**src/rtl/tx_frame_scheduler.sv**
```systemverilog
// Round-robin scheduler sharing one Ethernet frame transmitter between NUM_REQ clients.
// Grants, latches the winner's frame fields, waits for completion or timeout, then holds off for the inter-frame gap.
module tx_frame_scheduler #(
    parameter int NUM_REQ        = 4,
    parameter int IFG_CYCLES     = 12,
    parameter int TIMEOUT_CYCLES = 64
) (
    input  logic                       clk,
    input  logic                       rst_n,
    input  logic [47:0]                src_addr,
    input  logic [NUM_REQ-1:0]         req,
    input  logic [48*NUM_REQ-1:0]      req_dest_addr,
    input  logic [16*NUM_REQ-1:0]      req_eth_type,
    input  logic [32*NUM_REQ-1:0]      req_data,
    output logic [NUM_REQ-1:0]         ack,
    output logic [NUM_REQ-1:0]         err,
    output logic [$clog2(NUM_REQ)-1:0] grant_id,
    output logic                       busy,
    output logic                       tx_start,
    output logic [47:0]                tx_dest_addr,
    output logic [47:0]                tx_src_addr,
    output logic [15:0]                tx_eth_type,
    output logic [31:0]                tx_data,
    input  logic                       tx_done
);

    localparam int IW      = $clog2(NUM_REQ);
    localparam int MAX_CNT = (TIMEOUT_CYCLES > IFG_CYCLES) ? TIMEOUT_CYCLES : IFG_CYCLES;
    localparam int CW      = $clog2(MAX_CNT + 1);
    localparam logic [CW-1:0] TIMEOUT_LAST = CW'(TIMEOUT_CYCLES - 1);
    localparam logic [CW-1:0] IFG_LAST     = CW'(IFG_CYCLES - 1);

    typedef enum logic [1:0] {S_IDLE, S_START, S_WAIT_DONE, S_IFG} state_t;

    state_t             state_reg, state_next;
    logic [CW-1:0]      cnt_reg, cnt_next;
    logic [IW-1:0]      last_reg, grant_reg, winner;
    logic [NUM_REQ-1:0] ack_reg, ack_next, err_reg, err_next;
    logic               tx_start_reg, tx_start_next;
    logic               grant_en;
    logic [47:0]        dest_reg, src_reg;
    logic [15:0]        type_reg;
    logic [31:0]        data_reg;

    logic [47:0]        dest_arr [NUM_REQ];
    logic [15:0]        type_arr [NUM_REQ];
    logic [31:0]        data_arr [NUM_REQ];
    logic [NUM_REQ-1:0] req_rot;
    logic [IW:0]        rot_base;

    genvar gi;
    generate
        for (gi = 0; gi < NUM_REQ; gi++) begin : g_slice
            assign dest_arr[gi] = req_dest_addr[48*gi +: 48];
            assign type_arr[gi] = req_eth_type[16*gi +: 16];
            assign data_arr[gi] = req_data[32*gi +: 32];
        end
    endgenerate

    // Rotate so bit 0 is the requester right after the last winner; lowest set bit wins.
    assign rot_base = {1'b0, last_reg} + (IW+1)'(1);
    assign req_rot  = NUM_REQ'({req, req} >> rot_base);

    always_comb begin
        winner = last_reg;
        for (int i = NUM_REQ - 1; i >= 0; i--) begin
            if (req_rot[i]) begin
                winner = IW'((int'(last_reg) + 1 + i) % NUM_REQ);
            end
        end
    end

    always_comb begin
        state_next    = state_reg;
        cnt_next      = cnt_reg;
        ack_next      = '0;
        err_next      = '0;
        tx_start_next = 1'b0;
        grant_en      = 1'b0;
        case (state_reg)
            S_IDLE: begin
                if (|req) begin
                    grant_en      = 1'b1;
                    tx_start_next = 1'b1;
                    state_next    = S_START;
                end
            end
            S_START: begin
                cnt_next   = '0;
                state_next = S_WAIT_DONE;
            end
            S_WAIT_DONE: begin
                // Completion takes priority over a timeout landing on the same cycle.
                if (tx_done) begin
                    ack_next[grant_reg] = 1'b1;
                    cnt_next            = '0;
                    state_next          = S_IFG;
                end else if (cnt_reg == TIMEOUT_LAST) begin
                    err_next[grant_reg] = 1'b1;
                    cnt_next            = '0;
                    state_next          = S_IFG;
                end else begin
                    cnt_next = cnt_reg + CW'(1);
                end
            end
            S_IFG: begin
                if (cnt_reg == IFG_LAST) begin
                    cnt_next   = '0;
                    state_next = S_IDLE;
                end else begin
                    cnt_next = cnt_reg + CW'(1);
                end
            end
            default: state_next = S_IDLE;
        endcase
    end

    always_ff @(posedge clk) begin
        if (!rst_n) begin
            state_reg    <= S_IDLE;
            cnt_reg      <= '0;
            last_reg     <= IW'(NUM_REQ - 1);
            grant_reg    <= '0;
            ack_reg      <= '0;
            err_reg      <= '0;
            tx_start_reg <= 1'b0;
            dest_reg     <= '0;
            src_reg      <= '0;
            type_reg     <= '0;
            data_reg     <= '0;
        end else begin
            state_reg    <= state_next;
            cnt_reg      <= cnt_next;
            ack_reg      <= ack_next;
            err_reg      <= err_next;
            tx_start_reg <= tx_start_next;
            if (grant_en) begin
                last_reg  <= winner;
                grant_reg <= winner;
                dest_reg  <= dest_arr[winner];
                src_reg   <= src_addr;
                type_reg  <= type_arr[winner];
                data_reg  <= data_arr[winner];
            end
        end
    end

    assign ack          = ack_reg;
    assign err          = err_reg;
    assign grant_id     = grant_reg;
    assign busy         = (state_reg != S_IDLE);
    assign tx_start     = tx_start_reg;
    assign tx_dest_addr = dest_reg;
    assign tx_src_addr  = src_reg;
    assign tx_eth_type  = type_reg;
    assign tx_data      = data_reg;

endmodule

```
**config.mk**
```make
export PLATFORM = sky130hd
export DESIGN_NAME = tx_frame_scheduler
export DESIGN_NICKNAME = d
export VERILOG_FILES = /design/src/rtl/tx_frame_scheduler.sv
export SDC_FILE = /design/constraint.sdc
export NUM_CORES = 1
export LEC_CHECK = 0
export CORE_AREA = 2 2 228 230
export CTS_CLUSTER_DIAMETER = 60
export DETAILED_ROUTE_END_ITERATION = 16
export DIE_AREA = 0 0 230 232
export RECOVER_POWER = 25
export SKIP_CTS_REPAIR_TIMING = 1
export SLEW_MARGIN = 20
export SYNTH_ARGS = -nofsm -noshare
export SYNTH_HDL_FRONTEND = slang
export SYNTH_SLANG_ARGS = --single-unit
export TNS_END_PERCENT = 5
```
**constraint.sdc**
```tcl
create_clock -name clk -period 2.5 [get_ports clk]
set_input_delay 0.5 -clock clk [delete_from_list [all_inputs] [get_ports clk]]
set_output_delay 0.5 -clock clk [all_outputs]
set_load 0.02 [all_outputs]
```
### Word level (Yosys, flattened, before mapping)

Cells that the tools add are included.

* flip-flop bits (word level): 166
* output and inout port bits: 156
* word-level logic and storage cells: 67

* multiplexer cells: 26
* reduce and logical (&&, ||, !) cells: 8
* order comparisons: 3
* bitwise logic cells: 4
* eq/ne operators: 8
* add/subtract/negate cells: 6
* shift operators: 1

Operator list (number)
* binary-select mux 48 bit (select 2 bit): 1
* two-way mux 48 bit: 2
* binary-select mux 32 bit (select 2 bit): 1
* two-way mux 32 bit: 2
* binary-select mux 16 bit (select 2 bit): 1
* two-way mux 16 bit: 2
* two-way mux 7 bit: 3
* one-hot mux 7 bit (3 select lines): 1
* two-way mux 2 bit: 8
* one-hot mux 2 bit (4 select lines): 1
* OR reduction 4 bit: 2
* right shift 8 x 3 -> 4 bit: 1
* adder 7 x 1 -> 7 bit, second input constant: 1
* == test 7 x 4 -> 1 bit, second input constant: 1
* == test 7 x 6 -> 1 bit, second input constant: 1
* AND reduction 3 bit: 2
* adder 2 x 1 -> 2 bit, second input constant: 2
* adder 2 bit, second input constant: 2
* == test 2 bit, second input constant: 2
* != test 2 bit, second input constant: 2
* adder 2 x 1 -> 3 bit, second input constant: 1
* >= comparator 3 bit, second input constant: 1
* less-than comparator 2 x 3 -> 1 bit, second input constant: 1
* two-way mux 1 bit: 3
* 10 further kinds: 12

### Logic depth before layout (Yosys ltp)

Gate-level depths: netlist (run 1).

* depth in word-level cells: 10
* gate-level depth with buffers: 9
* depth with buffers taken out: 6

### Worst setup path before layout (run 1)

No wires, ideal clock.

* kind: in2reg
* start point: in req[3]
* end point: reg dest_reg[0] (netlist: tx_dest_addr[0])
* required time: 2.366 ns
* setup time: 0.134 ns
* setup slack: 0.567 ns
* cell stages on the path: 9
* data arrival time: 1.798 ns
* path through: nor2b_1 o21ai_1 and3_1 buf_2 buf_6 buf_6 buf_6 mux2i_1 o221ai_1

* longest elaborated chain between the ends: 9
* elaborated cells between the ends (all ways): 12
* classes of those cells: 1 x shift; 9 x mux; 1 x bitwise; 1 x reduce/logical

RTL lines
* start: declaration: RTL line 11 `input logic [NUM_REQ-1:0] req,`
* right shift 8 x 3 -> 4 bit: RTL line 62 `assign req_rot = NUM_REQ'({req, req} >> rot_base);`
* two-way mux 2 bit (4 in a row): RTL line 67 `if (req_rot[i]) begin`
* inverter 2 -> 3 bit (not written as such): RTL line 140 `dest_reg <= dest_arr[winner];`
* binary-select mux 48 bit (select 2 bit): RTL line 140
* two-way mux 48 bit (not written as such) (2 in a row): RTL line 140
* end signal: assignment: RTL line 140
* end: declaration: RTL line 41 `logic [47:0] dest_reg, src_reg;`

Several ways; a longest one is shown, not always the timed one. The select of a mux whose other input is x is not followed.
A chain may end at the register's enable or synchronous reset.

### Worst setup path after layout (run 1)

* start point: in req[1]
* end point: reg type_reg[8] (netlist: tx_eth_type[8])

* longest elaborated chain between the ends: 9
* elaborated cells between the ends (all ways): 12
* classes of those cells: 1 x shift; 9 x mux; 1 x bitwise; 1 x reduce/logical

RTL lines
* right shift 8 x 3 -> 4 bit: RTL line 62
* two-way mux 2 bit (4 in a row): RTL line 67
* inverter 2 -> 3 bit (not written as such): RTL line 142 `type_reg <= type_arr[winner];`
* binary-select mux 16 bit (select 2 bit): RTL line 142
* two-way mux 16 bit (not written as such) (2 in a row): RTL line 142
* end signal: assignment: RTL line 142
* end: declaration: RTL line 42 `logic [15:0] type_reg;`

Several ways; a longest one is shown, not always the timed one. The select of a mux whose other input is x is not followed.

==> reports/results.ini, run 1 <==
[clock_tree]
clock_latency_ps=490
clkSinkCount=166
clockBufferDepth=2
clock_buffers_created_by_tritoncts=17
clk_pin_slew_ps=80
cts_root_buf=sky130_fd_sc_hd__clkbuf_16
cts-htree-levels=4
tritoncts=yes

[floorplan]
coreArea_mm2=0.0509
ioPinCount=595
horizontal_die_dimension_um=230
placementRows=83
dieArea_mm2=0.0534
chipHeight_um=232
floorplan.initialDensity_pct=17.5

[timing]
final_hold_viol_count=0
final_period_minus_worst_setup_slack_ps=2320
final.setup.worst_slack_ps=176
setup_repair_after_global_routing_missed_its_margin=false
setup_viol_count_final=0
tightest_pin_transition_ps=829
final-max-slew-violation-count=0
max-slew-margin-rel_pct=44.7
fin_worst_skew_ps=15.5
fmax_ghz=0.430
final_min_period_over_clock_period_pct=93.0

[finish]
area_growth_syn_to_layout_pct=88.2
filler_cell_count=5237
layout_cell_share_with_drive_strength_beyond_1_pct=7.86
layoutNonFillerInstCount=2360
final_net_count=2110

[logic_synthesis]
post_synth_main_area_contributors=sky130_fd_sc_hd__dfxtp_1 37%, sky130_fd_sc_hd__mux2i_1 12%, sky130_fd_sc_hd__a211oi_1 7.1%
synth.avg_cell_area_um2=8.23
yosysTopAreaCell=sky130_fd_sc_hd__dfxtp_1
syn-num-nets=1524
syn_inst=1080
yosysTopAreaCellShare_pct=37.4
post_synth_instance_area_mm2=0.00889
yosys_register_bits=166
synth-seq-area-share_pct=37.4
warnings_from_yosys=0
number_of_distinct_standard_cells_referenced_by_the_synthesized_netlist=35

[global_routing]
grtUsageTotal_pct=16.2
grt_pass1_wl_um=66000
grt_antenna_before_repair=5
largest_net_degree_at_the_start_of_global_routing=58
globalRoute.totalOverflow=0
grt_pass1_vias=10800

[placement]
placement.io_buffers=594
dpl.cell_count=2327
place_hpwl_um=35800
gp_congestion=0.910
pre_cts_slack_ps=-340

[routing]
drcViolationCount=0
drt_first_iter_violations=650
post_drt_wl_per_cell_um=19.1
detailroute.via_count=11000
antenna_violating_nets_post_route=0
routed_wl_um=45200
drt-vias-per-instance=4.66
detailedRoute.firstPassIterationCount=5

[worst_setup_path]
worstSetupStartpointType=input pin
timing.reg2reg.setup_slack_ps=180
path_buf_inv=3
endpoint_kind=flop
cp_slowest_stage_delay_ps=590
timing.critical_path.cells=clkdlybuf4s50_1 > nor2b_1 > o21ai_4 > and3_4 > buf_12 > buf_4 > a2111oi_0 > a211oi_1
cp_data_arrival_time_ps=2670
cp_max_fo=26
worst-endpoint-required_ps=2850
critPathSlowestCell=sky130_fd_sc_hd__a2111oi_0
critical_path_class=input pin to flop
timing.critical_path.max_delay_family=buffers and inverters

[min_path]
type_of_the_most_critical_hold_path=input pin to flop

[power]
power.density_mw_per_mm2=1030
leakage_uw=0.00662
worst_ir_drop_vdd_mv=0.515

[status]
run_status=finished, final reports clean

[run]
drv.max_cap_violation_count=0

==> per-stage QoR <==
step | hold slack (ps) | util [%] | area [um^2] | setup TNS (ps) | total power (uW)
finish | 316 | 32.9 | 16700 | 0 | 17200
global route | 289 | 32.9 | 16700 | 0 | 18200
CTS | 269 | 32.9 | 16700 | -52.2 | 17500
detailed placement | 446 | 31.6 | 16100 | -9940 | 14500
global placement | 442 | 31.6 | 16100 | -5660 | 14400
floorplan | 453 | - | 8890 | 0 | 9380
==> cell usage in the layout (no fill, tap or decap), types with 2 or more instances in the layout <==
master                            instances
sky130_fd_sc_hd__nand2_2                  2
sky130_fd_sc_hd__inv_6                    2
sky130_fd_sc_hd__buf_4                   69
sky130_fd_sc_hd__clkdlybuf4s50_1        555
sky130_fd_sc_hd__a31oi_1                 86
sky130_fd_sc_hd__nor2_1                  14
sky130_fd_sc_hd__nand3_1                 62
sky130_fd_sc_hd__inv_8                    6
sky130_fd_sc_hd__inv_1                   90
sky130_fd_sc_hd__nand2_1                112
sky130_fd_sc_hd__o221ai_1                54
sky130_fd_sc_hd__buf_12                  18
sky130_fd_sc_hd__nor3_1                   5
sky130_fd_sc_hd__a21oi_1                 56
sky130_fd_sc_hd__a211oi_1                84
sky130_fd_sc_hd__clkinv_8                 5
sky130_fd_sc_hd__ha_1                     5
sky130_fd_sc_hd__o21ai_4                  2
sky130_fd_sc_hd__dfxtp_1                166
sky130_fd_sc_hd__dlygate4sd3_1           37
sky130_fd_sc_hd__a2111oi_0               42
sky130_fd_sc_hd__nor2b_1                  5
sky130_fd_sc_hd__clkbuf_16               17
sky130_fd_sc_hd__o21ai_0                 47
sky130_fd_sc_hd__nand2b_1                 2
sky130_fd_sc_hd__mux2i_1                109
sky130_fd_sc_hd__or4_1                    2
==> power by group <==
part	total, uW	internal, uW	switching (uW)
Sequential	4260	3670	592
Combinational	10100	4620	5490
Clock	2840	1450	1390
==> path summary, 6_finish.rpt <==
| path | start | endpoint | cells past startpoint |
|---|---|---|---|
| hold reg to reg | tx_src_addr[29]$_SDFFE_PN0P_ | tx_src_addr[29]$_SDFFE_PN0P_ | 2 |
| setup reg to reg | cnt_reg[0]$_SDFFE_PN0P_ | state_reg[0]$_SDFFE_PN0P_ | 7 |
| setup / recovery | req[1] | tx_eth_type[8]$_SDFFE_PN0P_ | 8 |
| hold / removal | rst_n | last_reg[0]$_SDFFE_PN1P_ | 2 |
==> cells in the mapped netlist <==
| master | number |
|---|---|
| sky130_fd_sc_hd__or4_1 | 2 |
| sky130_fd_sc_hd__nor4_1 | 1 |
| sky130_fd_sc_hd__or4b_2 | 1 |
| sky130_fd_sc_hd__nor3_1 | 5 |
| sky130_fd_sc_hd__a31oi_1 | 86 |
| sky130_fd_sc_hd__o21ai_1 | 2 |
| sky130_fd_sc_hd__o221ai_1 | 54 |
| sky130_fd_sc_hd__and3_1 | 2 |
| sky130_fd_sc_hd__a21boi_1 | 1 |
| sky130_fd_sc_hd__nor3b_1 | 1 |
| sky130_fd_sc_hd__a21o_1 | 1 |
| sky130_fd_sc_hd__o211ai_1 | 1 |
| sky130_fd_sc_hd__buf_6 | 9 |
| sky130_fd_sc_hd__mux2i_1 | 109 |
| sky130_fd_sc_hd__and2_1 | 1 |
| sky130_fd_sc_hd__o31a_1 | 1 |
| sky130_fd_sc_hd__o21bai_1 | 1 |
| sky130_fd_sc_hd__inv_1 | 91 |
| sky130_fd_sc_hd__nand3_1 | 62 |
| sky130_fd_sc_hd__nand3b_1 | 1 |
| sky130_fd_sc_hd__nor2b_1 | 5 |
| sky130_fd_sc_hd__a2111oi_0 | 42 |
| sky130_fd_sc_hd__o21ai_0 | 47 |
| sky130_fd_sc_hd__clkbuf_1 | 79 |
| sky130_fd_sc_hd__o21ai_2 | 1 |
| sky130_fd_sc_hd__buf_1 | 3 |
| sky130_fd_sc_hd__ha_1 | 5 |
| sky130_fd_sc_hd__a211oi_1 | 84 |
| sky130_fd_sc_hd__nor2_1 | 15 |
| sky130_fd_sc_hd__dfxtp_1 | 166 |
| sky130_fd_sc_hd__a21oi_1 | 57 |
| sky130_fd_sc_hd__buf_2 | 25 |
| sky130_fd_sc_hd__nand2_1 | 115 |
| sky130_fd_sc_hd__o311ai_1 | 1 |
| sky130_fd_sc_hd__nand2b_1 | 3 |
==> layer usage <==
metal | track usage [%] | vias to the layer above | share of wire [%]
met5 | 0 | - | 0.060
met4 | 5.97 | 4 | 2.5
met3 | 5.23 | 53 | 8.5
met2 | 26.6 | 526 | 48
met1 | 19.8 | 5225 | 41
li1 | - | 5193 | -
==> area by class of cell <==
cell class | instances | area, um^2 | area share [%]
inverters | 91 | 342 | 2.04
clock buffers | 17 | 425 | 2.54
clock inverters | 15 | 204 | 1.22
repair buffers | 683 | 6830 | 40.9
flip-flops and latches | 166 | 3320 | 19.9
multi-input cells | 707 | 4750 | 28.4
well taps | 680 | 851 | 5.09
diodes | 1 | 2.50 | 0.0150
==> logic make-up (layout without fill, tap and decap cells) <==
group	Yosys count	in the layout	synth area share [%]
AOI/OAI and AO/OA	379	379	29.2
and+or+nand+nor	214	214	10.6
buffers and inverters	207	806	9.85
DFF	166	166	37.4
muxes	109	109	12.3
adders and majority gates	5	5	0.704
other	0	1	0
No activity file was read; power rests on OpenSTA's default activity.
==> inputs of run 2 (changes only) <==
- MAX_ROUTING_LAYER: default -> met4
- RECOVER_POWER: 25 -> 100
- REMOVE_ABC_BUFFERS: default -> 1
==> run 2 against run 1 <==
Net effect: largest power group unchanged; design area down 1.4%; setup slack better by 29 ps; maximum frequency up 1.3%; clock power down 5%; first-iteration DRC count down 20%; largest cell class unchanged; combinational power down 6%.
==> reports/results.ini, run 2 (same netlist as run 1, synthesis figures left out) <==
[placement]
pre_cts_slack_ps=-178  ; was -340 ps
instance_area_after_placement_mm2=0.0159  ; was 0.0161 mm^2
dpl.cell_count=2307  ; was 2327
place_hpwl_um=33100  ; was 35800 um
gp_congestion=0.961  ; was 0.910
placement.io_buffers=594  ; unchanged

[clock_tree]
tritoncts=yes  ; unchanged
cts-htree-levels=4  ; unchanged
clockBufferDepth=2  ; unchanged
clk_pin_slew_ps=80  ; about the same
clkSinkCount=166  ; unchanged
clock_buffers_created_by_tritoncts=17  ; unchanged
clock_latency_ps=490  ; about the same
cts_root_buf=sky130_fd_sc_hd__clkbuf_16  ; unchanged

[global_routing]
grt_antenna_before_repair=1  ; was 5
grt_pass1_wl_um=63700  ; was 66000 um
largest_net_degree_at_the_start_of_global_routing=82  ; was 58
grtUsageTotal_pct=16.0  ; was 16.2%
grt_pass1_vias=10700  ; was 10800
globalRoute.totalOverflow=0  ; unchanged

[timing]
final_period_minus_worst_setup_slack_ps=2300  ; was 2320 ps
final.setup.worst_slack_ps=205  ; was 176 ps
tightest_pin_transition_ps=724  ; was 829 ps
final_min_period_over_clock_period_pct=91.8  ; was 93.0%
fin_worst_skew_ps=9.12  ; was 15.5 ps
final-max-slew-violation-count=0  ; unchanged
setup_repair_after_global_routing_missed_its_margin=false  ; unchanged
tns_ps=0  ; unchanged
max-slew-margin-rel_pct=51.1  ; was 44.7%
fmax_ghz=0.436  ; was 0.430 GHz
final_hold_viol_count=0  ; unchanged
setup_viol_count_final=0  ; unchanged

[routing]
antenna_violating_nets_post_route=0  ; unchanged
drcViolationCount=0  ; unchanged
detailroute.via_count=10900  ; was 11000
drt-vias-per-instance=4.67  ; was 4.66
post_drt_wl_per_cell_um=18.5  ; was 19.1 um
routed_wl_um=43300  ; was 45200 um
detailedRoute.firstPassIterationCount=5  ; unchanged
drt_first_iter_violations=520  ; was 650

[worst_setup_path]
worst-endpoint-required_ps=2860  ; was 2850 ps
worstSetupStartpointType=input pin  ; unchanged
cp_slowest_stage_delay_ps=580  ; was 590 ps
cp_data_arrival_time_ps=2660  ; was 2670 ps
timing.critical_path.max_delay_family=buffers and inverters  ; unchanged
critical_path_class=input pin to flop  ; unchanged
cp_max_fo=19  ; was 26
timing.reg2reg.setup_slack_ps=320  ; was 180 ps
path_buf_inv=3  ; unchanged
timing.critical_path.cells=dlygate4sd3_1 > nor2b_1 > o21ai_4 > and3_4 > buf_12 > clkbuf_2 > mux2i_1 > o221ai_1  ; was clkdlybuf4s50_1 > nor2b_1 > o21ai_4 > and3_4 > buf_12 > buf_4 > a2111oi_0 > a211oi_1
critPathSlowestCell=sky130_fd_sc_hd__dlygate4sd3_1  ; was sky130_fd_sc_hd__a2111oi_0
endpoint_kind=flop  ; unchanged

[finish]
filler_cell_count=5246  ; was 5237
multiInputGateArea_mm2=0.00474  ; was 0.00475 mm^2
most_used_cells_in_the_layout_excluding_fill_and_tap_cells=435 x sky130_fd_sc_hd__clkdlybuf4s50_1, 166 x sky130_fd_sc_hd__dfxtp_1, 157 x sky130_fd_sc_hd__dlygate4sd3_1, 113 x sky130_fd_sc_hd__nand2_1, 109 x sky130_fd_sc_hd__mux2i_1  ; was 555 x sky130_fd_sc_hd__clkdlybuf4s50_1, 166 x sky130_fd_sc_hd__dfxtp_1, 112 x sky130_fd_sc_hd__nand2_1, 109 x sky130_fd_sc_hd__mux2i_1, 90 x sky130_fd_sc_hd__inv_1
final_net_count=2090  ; was 2110
layout_cell_share_with_drive_strength_beyond_1_pct=6.57  ; was 7.86%
area_growth_syn_to_layout_pct=85.5  ; was 88.2%
layoutNonFillerInstCount=2340  ; was 2360
ff_latch_area_mm2=0.00332  ; unchanged
layout_commonest_cell=sky130_fd_sc_hd__clkdlybuf4s50_1  ; unchanged
final_area_mm2=0.0165  ; was 0.0167 mm^2

[power]
power.density_mw_per_mm2=997  ; was 1030 mW/mm^2
leakage_uw=0.00675  ; was 0.00662 uW
worst_ir_drop_vdd_mv=0.502  ; was 0.515 mV

[min_path]
type_of_the_most_critical_hold_path=flop to flop  ; was input pin to flop

[floorplan]
dieArea_mm2=0.0534  ; unchanged
placementRows=83  ; unchanged
horizontal_die_dimension_um=230  ; unchanged
floorplan.initialDensity_pct=17.5  ; unchanged
chipHeight_um=232  ; unchanged
ioPinCount=595  ; unchanged
coreArea_mm2=0.0509  ; unchanged

[run]
drv.max_cap_violation_count=0  ; unchanged

[status]
run_status=finished, final reports clean  ; unchanged

==> run 2: changes by cell type in the layout (fill, tap and decap cells not counted), sizes merged <==
cell,change
clkdlybuf4s50,-120
clkbuf,+7
dlymetal6s2s,-1
buf,-25
dlygate4sd3,+120
inv,-1
==> run 2: layout make-up <==
type,count,area share (%)
diodes,1,0.0152
clock buffers,18,2.66
clock inverters,14,0.835
inverters,91,2.07
multi-input cells,707,28.8
flip-flops and latches,166,20.2
well taps,680,5.16
repair buffers,663,40.3
==> run 2: per-stage QoR <==
| step | power (uW) | util, % | hold slack [ps] |
|---|---|---|---|
| final | 16400 | 32.4 | 450 |
| after detailed placement | 14200 | 31.3 | 447 |
| after CTS | 17100 | 32.5 | 410 |
| after floorplan | 7660 | - | 453 |
| after global placement | 14100 | 31.3 | 442 |
| after global routing | 17400 | 32.4 | 415 |
==> run 2: where the power goes <==
group / internal, uW / switching (uW) / total, uW
Sequential: 3670 / 596 / 4260
Combinational: 4110 / 5350 / 9460
Clock: 1420 / 1290 / 2710
Total: 9200 / 7230 / 16400
==> run 2: metal layers <==
metal | up-vias | routed length (um) | global-route usage, %
met5 | - | 0 | -
met4 | 0 | 869 | 4.68
met3 | 53 | 3030 | 4.27
met2 | 513 | 21300 | 26.3
met1 | 5215 | 18100 | 19.1
li1 | 5153 | - | -
==> run 2: final timing paths <==
check / start / to / depth (start not counted)
max: req[1] / tx_data[9]$_SDFFE_PN0P_ / 8
max reg2reg: cnt_reg[0]$_SDFFE_PN0P_ / state_reg[0]$_SDFFE_PN0P_ / 7
min reg2reg: tx_src_addr[22]$_SDFFE_PN0P_ / tx_src_addr[22]$_SDFFE_PN0P_ / 2
min: tx_src_addr[22]$_SDFFE_PN0P_ / tx_src_addr[22]$_SDFFE_PN0P_ / 2
==> run 2: worst register-to-register path, delay by kind of cell (launching register included) <==
kind	cells	cell delay [ps]
adder cells (fa/ha/maj)	1	220
buffers and inverters	1	200
flip-flops	1	380
AO/OA/AOI/OAI	3	980
AND/OR/NAND/NOR	2	280
